$ cat src/rtl/fifo_ring.sv
// Pointer-based circular FIFO with level/edge request qualification, thresholds, flush and sticky errors.
// Optional peak-occupancy output max_level is enabled with `define FIFO_MAXLEVEL_EN.
module fifo_ring #(
   parameter int DATA_WIDTH      = 32,
   parameter int FIFO_LENGTH     = 16,
   parameter int COUNTER_SIZE    = $clog2(FIFO_LENGTH + 1),
   parameter int PTR_SIZE        = $clog2(FIFO_LENGTH),
   parameter int ALMOST_FULL_TH  = FIFO_LENGTH - 2,
   parameter int ALMOST_EMPTY_TH = 2,
   parameter int EDGE_MODE       = 0
) (
   input  logic                    clk,
   input  logic                    rst,
   input  logic [DATA_WIDTH-1:0]   data_i,
   input  logic                    push,
   output logic [DATA_WIDTH-1:0]   data_o,
   input  logic                    drop,
   input  logic                    flush,
   input  logic                    clear_err,
   output logic                    fifo_empty,
   output logic                    fifo_full,
   output logic                    almost_empty,
   output logic                    almost_full,
   output logic [COUNTER_SIZE-1:0] awaiting_count,
   output logic                    overflow,
   output logic                    underflow
`ifdef FIFO_MAXLEVEL_EN
   ,
   output logic [COUNTER_SIZE-1:0] max_level
`endif
);

   localparam logic [COUNTER_SIZE-1:0] FULL_CNT = COUNTER_SIZE'(FIFO_LENGTH);
   localparam logic [COUNTER_SIZE-1:0] AF_TH    = COUNTER_SIZE'(ALMOST_FULL_TH);
   localparam logic [COUNTER_SIZE-1:0] AE_TH    = COUNTER_SIZE'(ALMOST_EMPTY_TH);
   localparam logic [PTR_SIZE-1:0]     LAST_PTR = PTR_SIZE'(FIFO_LENGTH - 1);

   generate
      if (FIFO_LENGTH < 2) begin : g_bad_len
         $error("fifo_ring: FIFO_LENGTH must be at least 2");
      end
      if (ALMOST_FULL_TH > FIFO_LENGTH) begin : g_bad_af
         $error("fifo_ring: ALMOST_FULL_TH must not exceed FIFO_LENGTH");
      end
      if (ALMOST_EMPTY_TH >= FIFO_LENGTH) begin : g_bad_ae
         $error("fifo_ring: ALMOST_EMPTY_TH must be below FIFO_LENGTH");
      end
   endgenerate

   logic [DATA_WIDTH-1:0] mem [FIFO_LENGTH];
   logic [PTR_SIZE-1:0]   wr_ptr, rd_ptr;
   logic                  push_q, drop_q;
   logic                  wr_en, rd_en;
   logic                  ovf_set, unf_set;

   function automatic logic [PTR_SIZE-1:0] ptr_inc(input logic [PTR_SIZE-1:0] p);
      return (p == LAST_PTR) ? '0 : p + 1'b1;
   endfunction

   // History registers keep sampling through flush so edges are never replayed.
   generate
      if (EDGE_MODE != 0) begin : g_edge
         logic push_d, drop_d;
         always_ff @(posedge clk or posedge rst) begin
            if (rst) begin
               push_d <= 1'b0;
               drop_d <= 1'b0;
            end else begin
               push_d <= push;
               drop_d <= drop;
            end
         end
         assign push_q = push & ~push_d;
         assign drop_q = drop & ~drop_d;
      end else begin : g_level
         assign push_q = push;
         assign drop_q = drop;
      end
   endgenerate

   assign fifo_empty   = (awaiting_count == '0);
   assign fifo_full    = (awaiting_count == FULL_CNT);
   assign almost_empty = (awaiting_count <= AE_TH);
   assign almost_full  = (awaiting_count >= AF_TH);

   // A drop on a full FIFO frees the slot the simultaneous push needs.
   assign wr_en   = ~flush & push_q & (~fifo_full | drop_q);
   assign rd_en   = ~flush & drop_q & ~fifo_empty;
   assign ovf_set = ~flush & push_q & fifo_full & ~drop_q;
   assign unf_set = ~flush & drop_q & fifo_empty;

   assign data_o = fifo_empty ? '0 : mem[rd_ptr];

   always_ff @(posedge clk) begin
      if (wr_en) mem[wr_ptr] <= data_i;
   end

   always_ff @(posedge clk or posedge rst) begin
      if (rst) begin
         wr_ptr         <= '0;
         rd_ptr         <= '0;
         awaiting_count <= '0;
      end else if (flush) begin
         wr_ptr         <= '0;
         rd_ptr         <= '0;
         awaiting_count <= '0;
      end else begin
         if (wr_en) wr_ptr <= ptr_inc(wr_ptr);
         if (rd_en) rd_ptr <= ptr_inc(rd_ptr);
         case ({wr_en, rd_en})
            2'b10:   awaiting_count <= awaiting_count + COUNTER_SIZE'(1);
            2'b01:   awaiting_count <= awaiting_count - COUNTER_SIZE'(1);
            default: awaiting_count <= awaiting_count;
         endcase
      end
   end

   // A new error in the same cycle as clear_err wins.
   always_ff @(posedge clk or posedge rst) begin
      if (rst) begin
         overflow  <= 1'b0;
         underflow <= 1'b0;
      end else begin
         if (ovf_set)        overflow <= 1'b1;
         else if (clear_err) overflow <= 1'b0;
         if (unf_set)        underflow <= 1'b1;
         else if (clear_err) underflow <= 1'b0;
      end
   end

`ifdef FIFO_MAXLEVEL_EN
   always_ff @(posedge clk or posedge rst) begin
      if (rst)                           max_level <= '0;
      else if (flush || clear_err)       max_level <= '0;
      else if (awaiting_count > max_level) max_level <= awaiting_count;
   end
`endif

endmodule

$ cat config.mk
export PLATFORM = sky130hd
export DESIGN_NAME = fifo_ring
export DESIGN_NICKNAME = d
export VERILOG_FILES = /design/src/rtl/fifo_ring.sv
export SDC_FILE = /design/constraint.sdc
export NUM_CORES = 1
export LEC_CHECK = 0
export ABC_AREA = 0
export CAP_MARGIN = 10
export CORE_ASPECT_RATIO = 1.25
export CORE_MARGIN = 3
export CORE_UTILIZATION = 43
export CTS_BUF_LIST = sky130_fd_sc_hd__clkbuf_8 sky130_fd_sc_hd__clkbuf_16
export CTS_CLUSTER_DIAMETER = 50
export DETAILED_ROUTE_END_ITERATION = 6
export HOLD_SLACK_MARGIN = 0.03
export PLACE_DENSITY = 0.66
export SLEW_MARGIN = 20
export SYNTH_ARGS = -nofsm -noshare
export SYNTH_HDL_FRONTEND = slang
export SYNTH_SLANG_ARGS = --single-unit
export TNS_END_PERCENT = 20
$ cat constraint.sdc
create_clock -name clk -period 3.75 [get_ports clk]
set_input_delay 0.5625 -clock clk [delete_from_list [all_inputs] [get_ports clk]]
set_output_delay 0.5625 -clock clk [all_outputs]
set_load 0.01 [all_outputs]
==> summary.txt <==
Logic synthesis
  – Most used flip-flop cell after synthesis: edfxtp_1
  – Top-area cell type share of the netlist area: 74.6%
  – Synth Area in Adders: 0.425%
  – XOR/XNOR Fraction of Synth Area: 0.249%
  – Post-Syn Area: 20600 um^2
  – Simple-Gate Fraction of Synth Area: 2.59%
  – Proportion of synthesized area in mux cells: 15.6%
  – Syn avg cell area: 21.6 um^2
  – Yosys top cell by area: edfxtp_1
  – Most frequent cell after synthesis: edfxtp_1
  – Yosys warning total: 0
  – Commonest cells in the netlist: edfxtp_1, mux4_2, a211oi_1
  – Fraction of registers with async set/reset: 2.85%
  – Synth area leaders: edfxtp_1, mux4_2, a211oi_1
  – #FFs+latches synth: 527
  – Seq/Total Area, Yosys: 76.4%
  – Compound-cell area share of the yosys netlist: 3.38%
  – Post-Syn Instances: 953
  – Largest family of logic cells by synthesized area: multiplexers
  – EDFF count, synth: 512
  – Post-synthesis net count: 998
  – Post-synth cell types: 42

STA
  – Setup_tns: 0 ns
  – Skew final: 0.0245 ns
  – Period minus WS final: 3.70 ns
  – Slew Limit Fails: 0
  – PnR worst setup slack: 0.0486 ns
  – Final period utilization: 98.7%
  – Final setup fails: 0
  – RSZ-0062 raised after global routing: true
  – Fmax achieved: 270 MHz
  – Relative slew slack: 56.0%
  – Worst-Margin Slew: 0.660 ns
  – Fin. Hold Viols: 0

Floorplan
  – Core Rows: 89
  – DIE HEIGHT: 251 um
  – Initial core utilization: 43.6%
  – Die X: 202 um
  – # IOs: 81
  – Die area: 50600 um^2
  – Core Box Area: 47300 um^2

Setup path
  – Stages on the worst setup path: 6
  – Critical path type: register to primary output
  – Register-to-register setup slack: 0.78 ns
  – Cell mode on critical path: a211oi_1
  – Crit path required time: 3.19 ns
  – Worst path max stage delay: 0.63 ns
  – Slowest stage cell on the critical path: dfrtp_4
  – Worst setup SP type: register
  – Reg2reg end: awaiting_count[4]
  – Worst Setup End Kind: primary output
  – RR Startpoint: awaiting_count[3]
  – Crit path DAT: 3.14 ns
  – Beginning of the critical path: rd_ptr[2]
  – Crit path cell chain: buf_12 > buf_4 > mux4_2 > a211oi_1 > a211oi_1 > clkdlybuf4s50_1
  – Delay-heaviest family, CP: buffers and inverters
  – WP buf/inv: 3
  – CP max FO: 36
  – Worst setup path end: data_o[14]
  – Reg2reg path depth: 9

Placement
  – GPL Wtd Cong: 0.721
  – Placed cell area: 22600 um^2
  – # port buffers: 80
  – DP HPWL: 22800 um
  – Pre-CTS WS: 0.552 ns

Power
  – IR drop worst, VDD: 0.000392 V
  – P_int: 11.0 mW
  – Total Power: 14.8 mW
  – Clock share of power: 31.7%
  – P per Cell Area: 611 nW/um^2
  – Combinational Power Share: 23.2%
  – P_leak: 7.37 nW
  – Sequential power share: 45.1%
  – Sw power: 3.79 mW
  – Sw frac: 25.6%

Routing
  – WL/cell: 24.7 um
  – Antenna viol nets, final: 0
  – Routed WL: 43100 um
  – Vias/cell: 5.65
  – DRT Pass-1 Iters: 5
  – Vias after detailed routing: 9855
  – Initial DRC count: 911
  – DR DRC count: 0

Cells and area
  – Layout cells sized above 1: 23.5%
  – # diodes: 0
  – Final nets: 1118
  – Area Growth Syn to Fin: 17.1%
  – Layout Utilization: 51.0%
  – Design area: 24100 um^2

Clock network
  – Clock Latency Late Sink: 0.58 ns
  – H-tree depth: 2
  – Hold Buf Count CTS: 0
  – Clk pin slew, worst setup/hold paths: 0.06 ns
  – Maximum clock path buffer count: 3
  – TritonCTS buffer count: 49
  – Clock root buffer: clkbuf_16
  – CTS sink count: 527
  – CTS tree: yes

GRT
  – Pin count of the biggest net entering global routing: 37
  – Initial antenna violation count: 0
  – First-pass GRT wire length: 65600 um
  – Grt ovf: 0
  – Vias in the first global route: 10.3k
  – Tot GR Track Use: 17.1%

Flow run
  – Max-Cap Viols: 0

Outcome
  – Status: finished, final reports clean

Hold path
  – Hold Crit Class: primary input to asynchronous set/reset pin
metal layers:
layer	track usage (%)	part of all wire, %	vias to the layer above	routed length [um]
met1	24.0	43	5275	18400
li1	-	-	4248	-
met2	28.8	50	269	21500
met5	0	0	-	0
met4	4.51	2.2	0	939
met3	2.33	5.1	63	2190
cells in the final DEF, fill, tap and decap left out, types with 2 or more instances in the layout:
| cell type | instances |
|---|---|
| clkinv_2 | 8 |
| clkbuf_16 | 50 |
| buf_4 | 20 |
| o21ai_0 | 5 |
| xnor2_1 | 2 |
| mux2i_1 | 34 |
| nor3_1 | 2 |
| mux4_2 | 128 |
| nor2b_1 | 33 |
| xor2_1 | 2 |
| buf_12 | 24 |
| a21oi_1 | 8 |
| a31oi_1 | 3 |
| nand3b_1 | 2 |
| o31ai_1 | 2 |
| clkdlybuf4s50_1 | 80 |
| nand2b_1 | 4 |
| a311oi_1 | 2 |
| edfxtp_1 | 512 |
| inv_1 | 18 |
| nand2_1 | 13 |
| bufinv_16 | 3 |
| dfrtp_1 | 11 |
| clkinv_1 | 12 |
| dfrtp_4 | 3 |
| nor2_1 | 8 |
| a211oi_1 | 65 |
| and2_2 | 16 |
| nor3b_1 | 4 |
| o31a_1 | 2 |
| ha_1 | 7 |
| nand3_1 | 6 |
worst register-to-register path: cells and delay by family, from the launching register on:
kind	cells	cell delay, ns
AOI/OAI and AO/OA	5	1.05
and+or+nand+nor	2	0.95
adders and majority gates	1	0.28
muxes	1	0.14
DFF	1	0.44
flip-flops by register name, indices dropped and copies added (netlist names):
name            flops
mem               512
awaiting_count      5
rd_ptr              4
wr_ptr              4
overflow            1
underflow           1
per-stage QoR:
stage	std cells	hold slack [ns]
4_1_cts	1743	0.378
2_1_floorplan	953	0.464
5_1_grt	1743	0.429
6_report	1743	0.381
3_3_place_gp	1657	0.516
3_5_place_dp	1657	0.514
area by class of cell:
type,instances,area [um^2]
clock buffer,50,1250
sequential,527,15800
tap,637,797
multi-input combinational,362,4620
inverter,9,33.8
timing repair buffer,124,1430
fill,3672,23200
clock inverter,34,248
power by group through the flow:
stage               registers (mW)  clock network, mW  logic (mW)
CTS                           6.67               4.78        3.50
global placement              6.80                  0        3.44
global route                  6.68               4.99        3.70
finish                        6.66               4.67        3.43
detailed placement            6.80                  0        3.45
floorplan                     6.71                  0        2.18
timing repair:
action                     CTS  global route
setup endpoints to repair    3            29
buffers inserted             2             0
gates resized for setup      0             2
gates cloned                 0             0
worst min-delay path by stage:
stage	start	to	slack, ns	cells after the start
floorplan	rst	awaiting_count[0]	0.46	1
global placement	underflow	underflow	0.52	2
detailed placement	underflow	underflow	0.51	2
CTS	rst	underflow	0.38	2
global route	rst	awaiting_count[3]	0.43	2
finish	rst	underflow	0.38	2
logic make-up (layout without fill, tap and decap cells):
family,Yosys count,after routing
muxes,162,162
buffers and inverters,64,217
adders and majority gates,7,7
AOI/OAI and AO/OA,95,95
xor gates and xnor gates,5,5
DFF,527,527
and+or+nand+nor,93,93
Note: power is estimated with default switching activity, not from simulation.
